<file path="src/rtl/cpu_clk_ctrl_if.sv">
// Control/observation bundle between the CPU clock controller and the rest of the core.
// master drives mode, step, breakpoint and bus-snoop inputs; slave is the controller.
interface cpu_clk_ctrl_if #(
    parameter int DIV_WIDTH  = 17,
    parameter int ADDR_WIDTH = 16,
    parameter int CYC_WIDTH  = 32
);
    logic [1:0]            mode;
    logic [DIV_WIDTH-1:0]  div_tc;
    logic                  step_req;
    logic                  resume;
    logic                  bp_en;
    logic [ADDR_WIDTH-1:0] bp_addr;
    logic [ADDR_WIDTH-1:0] addr;
    logic                  fetch;
    logic                  cpu_ce;
    logic                  halted;
    logic                  bp_hit;
    logic [CYC_WIDTH-1:0]  cycle_count;

    modport master (
        output mode, div_tc, step_req, resume, bp_en, bp_addr, addr, fetch,
        input  cpu_ce, halted, bp_hit, cycle_count
    );

    modport slave (
        input  mode, div_tc, step_req, resume, bp_en, bp_addr, addr, fetch,
        output cpu_ce, halted, bp_hit, cycle_count
    );
endinterface

</file>
<file path="src/rtl/cpu_clk_ctrl.sv">
// CPU clock-enable generator: FULL/DIV/STEP/HOLD modes, opcode-fetch breakpoint, enabled-cycle counter.
// All outputs registered (one clock from inputs); step pulses land STEP_SYNC+1 clocks after step_req; no backpressure.
module cpu_clk_ctrl #(
    parameter int DIV_WIDTH  = 17,
    parameter int ADDR_WIDTH = 16,
    parameter int CYC_WIDTH  = 32,
    parameter int STEP_SYNC  = 2
) (
    input logic           clk,
    input logic           rst,
    cpu_clk_ctrl_if.slave bus
);
    localparam logic [1:0] MODE_FULL = 2'd0;
    localparam logic [1:0] MODE_DIV  = 2'd1;
    localparam logic [1:0] MODE_STEP = 2'd2;

    typedef enum logic {
        ST_RUN = 1'b0,
        ST_BRK = 1'b1
    } state_e;

    state_e                 state_q, state_d;
    logic [DIV_WIDTH-1:0]   div_q, div_d;
    logic [STEP_SYNC-1:0]   sync_q;
    logic                   edge_prev_q;
    logic                   step_edge_q;
    logic                   cpu_ce_q, cpu_ce_d;
    logic                   halted_q, halted_d;
    logic                   bp_hit_q, bp_hit_d;
    logic [CYC_WIDTH-1:0]   cyc_q;
    logic                   bp_match;

    // Synchroniser chain followed by a registered rising-edge detect.
    always_ff @(posedge clk) begin
        if (rst) begin
            sync_q      <= '0;
            edge_prev_q <= 1'b0;
            step_edge_q <= 1'b0;
        end else begin
            sync_q      <= {sync_q[STEP_SYNC-2:0], bus.step_req};
            edge_prev_q <= sync_q[STEP_SYNC-1];
            step_edge_q <= sync_q[STEP_SYNC-1] & ~edge_prev_q;
        end
    end

    assign bp_match = cpu_ce_q & bus.fetch & bus.bp_en & (bus.addr == bus.bp_addr);

    // Divider count is held at zero outside RUN/DIV, so any mode change restarts it.
    always_comb begin
        state_d  = state_q;
        div_d    = '0;
        cpu_ce_d = 1'b0;
        bp_hit_d = bp_match;
        case (state_q)
            ST_RUN: begin
                if (bp_match) begin
                    state_d = ST_BRK;
                end else begin
                    case (bus.mode)
                        MODE_FULL: cpu_ce_d = 1'b1;
                        MODE_DIV: begin
                            if (div_q == bus.div_tc) begin
                                cpu_ce_d = 1'b1;
                            end else begin
                                div_d = div_q + DIV_WIDTH'(1);
                            end
                        end
                        MODE_STEP: cpu_ce_d = step_edge_q;
                        default:   cpu_ce_d = 1'b0;
                    endcase
                end
            end
            ST_BRK: begin
                if (bus.resume) begin
                    state_d = ST_RUN;
                end else begin
                    cpu_ce_d = step_edge_q;
                end
            end
            default: state_d = ST_RUN;
        endcase
        halted_d = (state_d == ST_BRK);
    end

    always_ff @(posedge clk) begin
        if (rst) begin
            state_q  <= ST_RUN;
            div_q    <= '0;
            cpu_ce_q <= 1'b0;
            halted_q <= 1'b0;
            bp_hit_q <= 1'b0;
            cyc_q    <= '0;
        end else begin
            state_q  <= state_d;
            div_q    <= div_d;
            cpu_ce_q <= cpu_ce_d;
            halted_q <= halted_d;
            bp_hit_q <= bp_hit_d;
            cyc_q    <= cyc_q + CYC_WIDTH'(cpu_ce_q);
        end
    end

    assign bus.cpu_ce      = cpu_ce_q;
    assign bus.halted      = halted_q;
    assign bus.bp_hit      = bp_hit_q;
    assign bus.cycle_count = cyc_q;
endmodule

</file>
<file path="src/flat_wrapper.sv">
// flat-port wrapper written by rule: the top's interface ports become plain ports
module cpu_clk_ctrl_flat 
#(
    parameter int DIV_WIDTH  = 17,
    parameter int ADDR_WIDTH = 16,
    parameter int CYC_WIDTH  = 32,
    parameter int STEP_SYNC  = 2
)
  (clk, rst, bus_mode, bus_div_tc, bus_step_req, bus_resume, bus_bp_en, bus_bp_addr, bus_addr, bus_fetch, bus_cpu_ce, bus_halted, bus_bp_hit, bus_cycle_count);
  cpu_clk_ctrl_if #(.DIV_WIDTH(DIV_WIDTH), .ADDR_WIDTH(ADDR_WIDTH), .CYC_WIDTH(CYC_WIDTH)) bus_i ();
  input logic clk;
  input logic rst;
  input wire logic [$bits(bus_i.mode)-1:0] bus_mode;
  input wire logic [$bits(bus_i.div_tc)-1:0] bus_div_tc;
  input wire logic [$bits(bus_i.step_req)-1:0] bus_step_req;
  input wire logic [$bits(bus_i.resume)-1:0] bus_resume;
  input wire logic [$bits(bus_i.bp_en)-1:0] bus_bp_en;
  input wire logic [$bits(bus_i.bp_addr)-1:0] bus_bp_addr;
  input wire logic [$bits(bus_i.addr)-1:0] bus_addr;
  input wire logic [$bits(bus_i.fetch)-1:0] bus_fetch;
  output wire logic [$bits(bus_i.cpu_ce)-1:0] bus_cpu_ce;
  output wire logic [$bits(bus_i.halted)-1:0] bus_halted;
  output wire logic [$bits(bus_i.bp_hit)-1:0] bus_bp_hit;
  output wire logic [$bits(bus_i.cycle_count)-1:0] bus_cycle_count;
  assign bus_i.mode = bus_mode;
  assign bus_i.div_tc = bus_div_tc;
  assign bus_i.step_req = bus_step_req;
  assign bus_i.resume = bus_resume;
  assign bus_i.bp_en = bus_bp_en;
  assign bus_i.bp_addr = bus_bp_addr;
  assign bus_i.addr = bus_addr;
  assign bus_i.fetch = bus_fetch;
  assign bus_cpu_ce = bus_i.cpu_ce;
  assign bus_halted = bus_i.halted;
  assign bus_bp_hit = bus_i.bp_hit;
  assign bus_cycle_count = bus_i.cycle_count;
  cpu_clk_ctrl #(.DIV_WIDTH(DIV_WIDTH), .ADDR_WIDTH(ADDR_WIDTH), .CYC_WIDTH(CYC_WIDTH), .STEP_SYNC(STEP_SYNC)) u_core (.clk(clk), .rst(rst), .bus(bus_i));
endmodule
</file>
<file path="config.mk">
export PLATFORM = sky130hd
export DESIGN_NAME = cpu_clk_ctrl_flat
export DESIGN_NICKNAME = d
export VERILOG_FILES = /design/src/rtl/cpu_clk_ctrl_if.sv /design/src/rtl/cpu_clk_ctrl.sv /design/src/flat_wrapper.sv
export SDC_FILE = /design/constraint.sdc
export NUM_CORES = 1
export LEC_CHECK = 0
export CAP_MARGIN = 40
export CORE_MARGIN = 1.5
export CORE_UTILIZATION = 50
export CTS_CLUSTER_DIAMETER = 30
export DETAILED_ROUTE_END_ITERATION = 8
export PLACE_DENSITY = 0.85
export SLEW_MARGIN = 5
export SYNTH_ARGS = -nofsm -noshare
export SYNTH_HDL_FRONTEND = slang
export SYNTH_SLANG_ARGS = --single-unit
</file>
<file path="constraint.sdc">
create_clock -name clk -period 4 [get_ports clk]
set_clock_uncertainty 0.05 [all_clocks]
set_input_delay 0.8 -clock clk [delete_from_list [all_inputs] [get_ports clk]]
set_output_delay 0.8 -clock clk [all_outputs]
set_load 0.01 [all_outputs]
</file>
---- Word level (Yosys, flattened, before mapping) ----
Cells that the tools add are included.
storage, ports and cells
  output and inout bits ................... 35
  input bits .............................. 57
  flip-flop bits (word level) ............. 56
  word-level logic and storage cells ...... 31
cells by class
  bitwise gates (word level) .............. 7
  reduce and logical (&&, ||, !) cells .... 2
  eq/ne operators ......................... 4
  multiplexer cells ....................... 8
  $add $sub $neg .......................... 2
operators by type and width
  operator                 count
  $add A32 B1 Y32          1
  $add A17 B1 Y17 const B  1
  $eq A17 B17 Y1           1
  $eq A16 B16 Y1           1
  $mux W1                  5
  $reduce_or A5 Y1         1
  $and A1 B1 Y1            4
  $pmux W1 S2              2
  $not A1 Y1               3
  $pmux W1 S3              1
  $eq A2 B1 Y1 const B     1
  $eq A2 B2 Y1 const B     1
  $logic_not A2 Y1         1

---- Longest topological paths before layout ----
  depth after elaboration ................. 5
  mapped depth ............................ 8
  mapped depth without buffers ............ 7

---- Least setup slack after synthesis ----
No wires, ideal clock.
  kind .................................... input to register
  start ................................... input port bus_div_tc[11]
  end ..................................... register u_core.div_q[10]
  arrival ................................. 1,988 ps
  path slack .............................. 1,830 ps
  library setup time ...................... 132 ps
  path buffers ............................ 1
  stages .................................. 6
  required time ........................... 3,818 ps
  path through ............................ xor2_1 > nor4_1 > nand3_1 > o41ai_4 > buf_6 > nor4_1
between the ends
  word-level cells in the longest chain between the ends .. 2
RTL lines
  item                        RTL line            RTL
  start: declaration          flat_wrapper.sv:14  input wire logic [$bits(bus_i.div_tc)-1:0] bus_div_tc;
  $eq A17 B17 Y1              cpu_clk_ctrl.sv:62  if (div_q == bus.div_tc) begin
  $reduce_or A5 Y1 (no line)  n/a
  end signal: assignment      cpu_clk_ctrl.sv:95  div_q <= div_d;
  end: declaration            cpu_clk_ctrl.sv:23  logic [DIV_WIDTH-1:0] div_q, div_d;
Every way passes these cells.
A chain may end at the register's enable or synchronous reset.

---- Worst setup path in the final report ----
  start ................................... input port bus_div_tc[6]
  end ..................................... register u_core.div_q[12]
Same word-level chain as after synthesis.

==> flow_summary_export.csv <==
group,metric,value,unit
worst_hold_path,hp-class,"reg2reg",
final_layout,layoutNonFillerInstCount,470,
critical_path,r2r-start,"u_core.div_q[6]$_SDFF_PP0_",
cts,numCtsBuffers,5,
logic_synthesis,synth_ff_type,"dfxtp_1",
logic_synthesis,synth_area_leader_cell,"dfxtp_1",
final_layout,fin_util,70.76,%
logic_synthesis,synth_most_common_cell,"dfxtp_1",
critical_path,ff2ff_setup_slack,1.75,ns
die,fp.dieH,78.04,um
cts,clk_latency,0.31,ns
cts,hold_buffers,0,
logic_synthesis,synth_area_leaders,"dfxtp_1, xor2_1, xnor2_1, nand4_1, nor2_1",
routing,drt_iter0_markers,136,
sta,finalHoldViolations,0,
critical_path,required,4.10,ns
placed_design,dp_hpwl,5154,um
final_layout,antenna_cells,0,
power,clock_power_share,35.4,%
sta,slew_headroom,35.92,%
power,p_seq_share,53.7,%
logic_synthesis,syn_nets,371,
power,power,1047,uW
die,core,0.005473,mm^2
die,initial_utilization,51.44,%
die,die_x,78.04,um
placed_design,port_buffers,91,
logic_synthesis,syn_area_per_cell,9.052,um^2
die,dieArea,0.006089,mm^2
cts,cts_max_level,2,
grt,grt_pass1_wl,11610,um
worst_hold_path,min_path_cells,1,
sta,period_share,68.67,%
cts,cts_tree,"yes",
sta,setup_tns,0,ns
grt,antenna_found_initial,0,
status,outcome,"completed",
critical_path,end_kind,"register",
routing,wirelength,6933,um
logic_synthesis,synthDominantCellAreaShare,39.82,%
logic_synthesis,synth-edff-count,0,
cts,clock_path_buffers,2,
critical_path,r2r-end,"u_core.div_q[12]$_SDFF_PP0_",
power,p_per_area,270.3,mW/mm^2
grt,grt_overflow_total,0,
cts,clock-sinks,56,
routing,vias_per_cell,5.419,
sta,period_minus_slack,2.747,ns
cts,cts.reportedPaths.clkPinSlew,0.10,ns
logic_synthesis,synth_seq_area_share,39.82,%
logic_synthesis,synthArstFlopShare,0,%
die,io_pins,92,
job,maxCapViolations,0,
sta,max_freq,364.1,MHz
routing,ant_nets,0,
final_layout,drive_gt1_share,4.523,%
cts,cts_root_buf,"clkbuf_8",
final_layout,final_area,0.003872,mm^2
logic_synthesis,synth.distinct_cells,34,
final_layout,fin_nets,457,
critical_path,crit_end,"u_core.div_q[12]$_SDFF_PP0_",
cts,postCtsSetupBuffers,0,
routing,dr.pass1.iters,4,
critical_path,crit_arrival,2.84,ns
sta,drv_slew,0,
critical_path,worstSetupStartpoint,"bus_div_tc[6]",
power,internal-power,816.8,uW
grt,grt_usage,23.58,%
critical_path,r2r_cells,5,
sta,worstMarginPinSlew,0.9579,ns
power,p_leak,0.001363,uW
critical_path,cp-start-kind,"input pin",
logic_synthesis,synthCells,311,
die,rows,27,
placed_design,gp_congestion,0.8269,
logic_synthesis,synth.ff_latch_count,56,
cts,cts_resized,0,
grt,first_global_vias,2509,
logic_synthesis,syn_area,0.002815,mm^2
routing,num_vias,2547,
power,vdd_ir_drop_max,0.0001860,V
critical_path,worst-path-max-fanout,18,
final_layout,area_delta_synth_final,37.56,%
power,swShare,21.97,%
sta,finalSetupViolations,0,
routing,drc,0,
sta,rsz0062_at_grt,"no",
routing,post_drt_wl_per_cell,14.75,um
critical_path,path_class,"in2reg",
placed_design,placed_cells,462,
worst_hold_path,hold_start,"u_core.edge_prev_q$_SDFF_PP0_",
logic_synthesis,netlist_top_cells_count,"dfxtp_1, xor2_1, nor2_1, xnor2_1, nand4_1",
power,netSwitchingPower,229.9,uW
logic_synthesis,yosysWarnings,0,
power,combPwrFrac,10.9,%
grt,grt_max_degree,41,
placed_design,placed_area,0.003761,mm^2
==> cell families after synthesis <==
group / synth area share, %
xor+xnor: 22.71
simple gates: 29.42
buf+inv: 2.889
compound gates: 3.822
flops: 39.82
fa+ha+maj: 1.333
==> placed cells by master, fill, tap and decap left out, drive strengths merged <==
| master | n |
|---|---|
| a21oi | 5 |
| a41o | 1 |
| or3 | 6 |
| bufinv | 1 |
| inv | 3 |
| and4 | 5 |
| nand2b | 1 |
| nor2 | 34 |
| clkinvlp | 1 |
| o41ai | 1 |
| nand3 | 17 |
| nor2b | 7 |
| nor4b | 2 |
| ha | 3 |
| clkinv | 1 |
| a2111oi | 1 |
| xnor2 | 31 |
| xor2 | 42 |
| buf | 2 |
| nor3 | 5 |
| nor4 | 19 |
| o21ai | 6 |
| nand2 | 15 |
| dfxtp | 56 |
| clkbuf | 5 |
| and3 | 12 |
| nand4 | 24 |
| clkdlybuf4s50 | 91 |
| nand4b | 1 |
==> cell type report <==
type | count | area (um^2)
fillers | 437 | 1600
flip-flops and latches | 56 | 1121
multi-input cells | 238 | 1613
clock buffers | 5 | 68.82
repair buffers | 93 | 925.9
inverters | 3 | 11.26
well taps | 72 | 90.09
clock inverters | 3 | 42.54
==> per-layer routing <==
metal / track usage, % / vias to the layer above / wire length (um)
li1: - / 1270 / -
met1: 27.84 / 1189 / 2928
met2: 41.48 / 73 / 3504
met3: 5.930 / 15 / 359
met4: 8.214 / 0 / 140
met5: 0 / - / 0
==> worst max-delay path, cell delays in order <==
cell and delay [ns]:
clkdlybuf4s50_1 0.42, xor2_1 0.15, nor4_1 0.33, nand3_1 0.17, o41ai_4 0.79, nor4_1 0.19
==> worst min-delay path by stage <==
stage | slack [ns] | to
after floorplan | 0.32 | u_core.step_edge_q$_SDFF_PP0_
final | 0.33 | u_core.step_edge_q$_SDFF_PP0_
after global placement | 0.32 | u_core.step_edge_q$_SDFF_PP0_
after global routing | 0.36 | u_core.step_edge_q$_SDFF_PP0_
after CTS | 0.34 | u_core.step_edge_q$_SDFF_PP0_
after detailed placement | 0.32 | u_core.step_edge_q$_SDFF_PP0_
==> flip-flops by register name, summed over array words and instances, names as in the netlist <==
register	count
u_core.sync_q	2
u_core.bus.bp_hit	1
u_core.div_q	17
u_core.edge_prev_q	1
u_core.step_edge_q	1
u_core.bus.cpu_ce	1
u_core.bus.cycle_count	32
u_core.state_q	1
==> per-stage QoR <==
stage          hold WS (ns)  worst slack [ns]
2_1_floorplan        0.3174             1.830
3_3_place_gp         0.3217             1.016
3_5_place_dp         0.3216            0.9490
4_1_cts              0.3393             1.246
5_1_grt              0.3612             1.098
6_report             0.3310             1.253
==> power groups by stage <==
| stage | clock network (uW) | registers (uW) | logic, uW |
|---|---|---|---|
| 6_report | 371 | 562 | 114 |
| 3_5_place_dp | 0 | 575 | 113 |
| 5_1_grt | 400 | 563 | 122 |
| 3_3_place_gp | 0 | 575 | 111 |
| 4_1_cts | 374 | 562 | 114 |
| 2_1_floorplan | 0 | 575 | 42.5 |
No activity file was read; power rests on OpenSTA's default activity.
